### config.mk
export PLATFORM = sky130hd
export DESIGN_NAME = counter_run_controller
export DESIGN_NICKNAME = d
export VERILOG_FILES = /design/src/rtl/counter_run_controller.sv
export SDC_FILE = /design/constraint.sdc
export NUM_CORES = 1
export LEC_CHECK = 0
export BUFFER_PORTS_ARGS = -buffer_cell sky130_fd_sc_hd__buf_2
export CAP_MARGIN = 0
export CORE_MARGIN = 10
export CORE_UTILIZATION = 51
export CTS_BUF_LIST = sky130_fd_sc_hd__clkbuf_4 sky130_fd_sc_hd__clkbuf_8
export DETAILED_ROUTE_END_ITERATION = 7
export PLACE_DENSITY = 0.78
export SLEW_MARGIN = 10
export SYNTH_ARGS = -nofsm -noshare
export SYNTH_HDL_FRONTEND = slang
export SYNTH_SLANG_ARGS = --single-unit
### constraint.sdc
create_clock -name clk -period 2.1 [get_ports clk]
set_clock_uncertainty 0.2 [all_clocks]
set_input_delay 0.105 -clock clk [delete_from_list [all_inputs] [get_ports clk]]
set_output_delay 0.105 -clock clk [all_outputs]
set_load 0.005 [all_outputs]
### src/rtl/counter_run_controller.sv
// counter_run_controller: runs a single up/down count from a start value to a
// terminal value. The count advances once every (prescale+1) cycles. The run
// can be paused or aborted, and a one-cycle done pulse marks normal completion.
module counter_run_controller #(
    parameter int WIDTH    = 8,
    parameter int PS_WIDTH = 4
) (
    input  logic                clk,
    input  logic                reset,
    input  logic                cmd_valid,
    output logic                cmd_ready,
    input  logic [WIDTH-1:0]    cmd_start_val,
    input  logic [WIDTH-1:0]    cmd_term_val,
    input  logic [PS_WIDTH-1:0] cmd_prescale,
    input  logic                cmd_down,
    input  logic                pause,
    input  logic                abort,
    output logic [WIDTH-1:0]    count_out,
    output logic                busy,
    output logic                done,
    output logic [1:0]          state_out
);

    typedef enum logic [1:0] {
        ST_IDLE  = 2'd0,
        ST_RUN   = 2'd1,
        ST_PAUSE = 2'd2,
        ST_DONE  = 2'd3
    } state_t;

    state_t              state_q, state_d;
    logic [WIDTH-1:0]    count_q, count_d;
    logic [WIDTH-1:0]    term_q, term_d;
    logic [PS_WIDTH-1:0] pc_q, pc_d;
    logic [PS_WIDTH-1:0] ps_q, ps_d;
    logic                down_q, down_d;

    logic [WIDTH-1:0]    step_val;
    logic                pc_wrap;

    // Value the count would take after one step, and whether this edge is a step edge
    always_comb begin
        step_val = down_q ? (count_q - WIDTH'(1)) : (count_q + WIDTH'(1));
        pc_wrap  = (pc_q == ps_q);
    end

    // Next-state and datapath decisions; everything holds unless a rule below changes it
    always_comb begin
        state_d = state_q;
        count_d = count_q;
        term_d  = term_q;
        pc_d    = pc_q;
        ps_d    = ps_q;
        down_d  = down_q;

        case (state_q)
            ST_IDLE: begin
                if (cmd_valid) begin
                    term_d  = cmd_term_val;
                    ps_d    = cmd_prescale;
                    down_d  = cmd_down;
                    count_d = cmd_start_val;
                    pc_d    = '0;
                    state_d = ST_RUN;
                end
            end
            ST_RUN: begin
                if (abort) begin
                    state_d = ST_IDLE;
                end else if (count_q == term_q) begin
                    state_d = ST_DONE;
                end else if (pause) begin
                    state_d = ST_PAUSE;
                end else if (pc_wrap) begin
                    pc_d    = '0;
                    count_d = step_val;
                end else begin
                    pc_d = pc_q + PS_WIDTH'(1);
                end
            end
            ST_PAUSE: begin
                // The release edge counts as a normal run edge, so a pause of N
                // cycles delays completion by exactly N cycles. The count cannot
                // sit at the terminal value here, since that check wins over pause.
                if (abort) begin
                    state_d = ST_IDLE;
                end else if (!pause) begin
                    state_d = ST_RUN;
                    if (pc_wrap) begin
                        pc_d    = '0;
                        count_d = step_val;
                    end else begin
                        pc_d = pc_q + PS_WIDTH'(1);
                    end
                end
            end
            ST_DONE: begin
                state_d = ST_IDLE;
            end
            default: begin
                state_d = ST_IDLE;
            end
        endcase
    end

    // State and datapath registers, cleared asynchronously while reset is low
    always_ff @(posedge clk or negedge reset) begin
        if (!reset) begin
            state_q <= ST_IDLE;
            count_q <= '0;
            term_q  <= '0;
            pc_q    <= '0;
            ps_q    <= '0;
            down_q  <= 1'b0;
        end else begin
            state_q <= state_d;
            count_q <= count_d;
            term_q  <= term_d;
            pc_q    <= pc_d;
            ps_q    <= ps_d;
            down_q  <= down_d;
        end
    end

    assign cmd_ready = (state_q == ST_IDLE);
    assign busy      = (state_q == ST_RUN) || (state_q == ST_PAUSE);
    assign done      = (state_q == ST_DONE);
    assign count_out = count_q;
    assign state_out = state_q;

endmodule

==> results.md <==
* Type of origin of the critical path: register
* DRC violation count after routing at 0
* Max stage delay cell, worst path: dfrtp_1
* Die X at 79.7 um
* Number of design-rule violations left by the first detailed-router iteration at 80
* Number of nets in the layout at 290
* Overall Power at 4.68 mW
* Antenna-violating nets left at 0
* Highest metal layer used by the detailed router: met4
* Quantity of I/O buffers inserted on ports at 38
* Number of primary I/O pins at 39
* Sinks on the clock net at 27
* Warning count from the yosys run at 0
* Worst-case register-to-register setup slack at -100 ps
* Growth of design area from synthesis to finish at 38.9%
* Maximum buffer depth of the clock tree at 2
* Via count at 1561
* Max VDD drop at 1.03 mV
* Count of endpoints failing hold in the final timing report at 0
* Highest cell delay on the worst timing path at 450 ps
* Dpl cell area at 2230 um^2
* Post-synthesis sequential element count at 27
* Clock transition time at the flip-flop clock pins of the worst setup and hold paths at 140 ps
* Skew-Pair Late Insertion Delay at 330 ps
* Placer congestion estimate at 0.898
* Path depth of the worst reg2reg path at 7
* FP Rows at 21
* Met3 Routed Length at 198 um
* Critical Path, Cell by Cell: inv_2 -> ha_4 -> a2111oi_4 -> o31ai_4 -> nor2b_2 -> buf_6 -> mux2_4
* Share of the core filled with cells in the final layout at 0.745
* Starting utilization of the core area at 0.536
* Vias in the first global route at 1766
* Number of iterations in the first detailed-routing pass at 4
* Core area at 3390 um^2
* Period minus WS final at 2200 ps
* Most common cell after layout, fill and taps aside: buf_2
* Post-route fraction of the period consumed by the critical path at 1.05
* Seq/Total Area, Yosys at 0.372
* Critical path class: reg -> reg
* Total congestion overflow after global routing at 0
* Largest net degree at the start of global routing at 28
* Crit. Startpoint: state_out[1]$_DFFE_PN0P_
* Rel. slew slack at 0.605
* Detailed-route wire length per cell at 15.6 um
* Areal power density over the cells at 1850 nW/um^2
* Violations in the final reports: setup timing
* R2r startpoint: state_out[1]$_DFFE_PN0P_
* All-layer global routing usage at 0.152
* Post-synthesis cell type with the largest combined area: dfrtp_1
* Met2 Wirelength at 2.42 mm
* Die height at 79.7 um
* Number of synthesized flops with an enable pin at 0
* Worst path depth at 7
* Maximum clock frequency at 456 MHz
* Gate family responsible for the most delay along the worst path: compound AO/OA/AOI/OAI gates
* Crit path setup slack, layout at -95.4 ps
* Count of pins over their slew limit at 0
* Share of synthesized flip-flops with an asynchronous set or reset at 1.00
* Crit path buf inv count at 2
* RSZ-0062 raised after global routing: true
* Leakage power figure at 1.17 nW
* Synth Flop Type: dfrtp_1
* Cts bufs inserted at 3
* DP HPWL at 3.47 mm
* Synthesized net count at 205
* Met1 Routed Length at 1.89 mm
* Largest fanout on the critical path at 6
* Post-route cell area at 2520 um^2
* Endpoint of the worst-slack reg-to-reg timing path: count_out[4]$_DFFE_PN0P_
* Number of antenna violations at the first check in global routing at 0
* Mean area per synthesized cell at 10.9 um^2
* Most frequent cells in the layout: buf_2 (38), dfrtp_1 (25), buf_4 (23)
* Post-DR vias/cell at 5.27
* Global-route wire length before repair at 7.91 mm
* Fraction of synthesized cell area taken by the top area cell type at 0.372
* Max-capacitance violation count at 0
* Main area contributors after synthesis: dfrtp_1 (37%), mux2_2 (8.7%), ha_1 (8.3%)
* Cell count after synthesis at 166
* Critical path arrival at 2230 ps
* Critical path destination: count_out[4]$_DFFE_PN0P_
* Total die area at 6350 um^2
* Cell area after technology mapping at 1820 um^2
* Antenna Diode Count at 0
* CP endpoint kind: register
* Transition time at the pin with the least slew margin at 593 ps
* HP Class: in -> reg
* Setup TNS Final at -701 ps
* Number of endpoints failing setup at the final stage at 10
* Status: complete, but fails checks
* Layout cells sized above 1 at 0.404
* Number of distinct standard cells referenced by the synthesized netlist at 43
* Detailed Route WL at 4.63 mm
* Clock tree root buffer cell: clkbuf_4
* CTS tree: yes
* Endpoint required time on the critical path at 2130 ps
* Deepest level of the CTS H-tree at 1
## what timing repair did
item / 4_1_cts / 5_1_grt
hold endpoints to repair: 47 / 0
hold buffers: 21 / 0
resized for setup: 9 / 1
setup buffers: 3 / 1
endpoints found under the setup margin: 11 / 11
pin swaps: 2 / 1
## routing by layer
layer / GRT usage / vias up
met5: 0 / -
met4: 0.0824 / 0
met3: 0.0214 / 9
met2: 0.265 / 47
met1: 0.175 / 740
li1: - / 765
## how the worst min path moves through the flow
stage	slack, ps	from	cells after the start	to
6_report	20	cmd_start_val[5]	4	count_out[5]$_DFFE_PN0P_
4_1_cts	30	cmd_start_val[5]	4	count_out[5]$_DFFE_PN0P_
3_3_place_gp	-70	reset	1	ps_q[3]$_DFFE_PN0P_
3_5_place_dp	-50	reset	1	ps_q[3]$_DFFE_PN0P_
5_1_grt	30	cmd_start_val[5]	4	count_out[5]$_DFFE_PN0P_
2_1_floorplan	-390	reset	0	count_out[0]$_DFFE_PN0P_
## cell type report
class / instances / area [um^2]
inverters: 11 / 43.8
repair buffers: 83 / 584
well taps: 46 / 57.6
clock buffers: 4 / 30.0
flip-flops and latches: 27 / 678
fillers: 229 / 866
multi-input cells: 125 / 1130
## logic make-up (layout without fill, tap and decap cells)
group	count (synthesis)	in the layout	share of synthesized area
AOI/OAI and AO/OA	39	39	0.165
xor gates and xnor gates	15	15	0.0764
adders and majority gates	13	13	0.0937
buffers and inverters	14	98	0.0351
DFF	27	27	0.372
muxes	23	23	0.150
and+or+nand+nor	35	35	0.108
## state kept, by name, summed over array words and instances, names as in the netlist
signal	count
count_out	8
term_q	8
pc_q	4
ps_q	4
state_out	2
down_q	1
## Yosys cell counts, types with 3 or more instances
cell	number
nand2b_1	6
xnor2_1	10
ha_1	12
nor2_1	7
o21a_1	3
nand4_1	4
a21oi_1	7
inv_1	11
dfrtp_1	27
xor2_1	4
mux2i_1	4
o21ai_0	10
nor2b_1	5
nand2_1	6
mux2_4	5
mux2_2	14
## tightest hold or removal path, cell delays in order
cell,delay [ps]
buf_2,70
o21ai_0,60
a21boi_0,130
mux2i_1,140
## report_power, final
part | leakage (nW) | switching, mW | internal, mW | total, mW
Combinational | 0.828 | 1.58 | 1.80 | 3.37
Sequential | 0.325 | 0.277 | 0.784 | 1.06
Clock | 0.0184 | 0.155 | 0.0875 | 0.242
Total | 1.17 | 2.01 | 2.67 | 4.68
## per-stage QoR
step           std cells  setup WS (ps)  hold slack (ps)
6_report             296          -95.4             18.1
3_3_place_gp         267           -111            -69.0
3_5_place_dp         267           -169            -50.0
4_1_cts              295          -94.1             26.3
2_1_floorplan        166           -121             -391
5_1_grt              296           -201             26.5
Note: power is estimated with default switching activity, not from simulation.
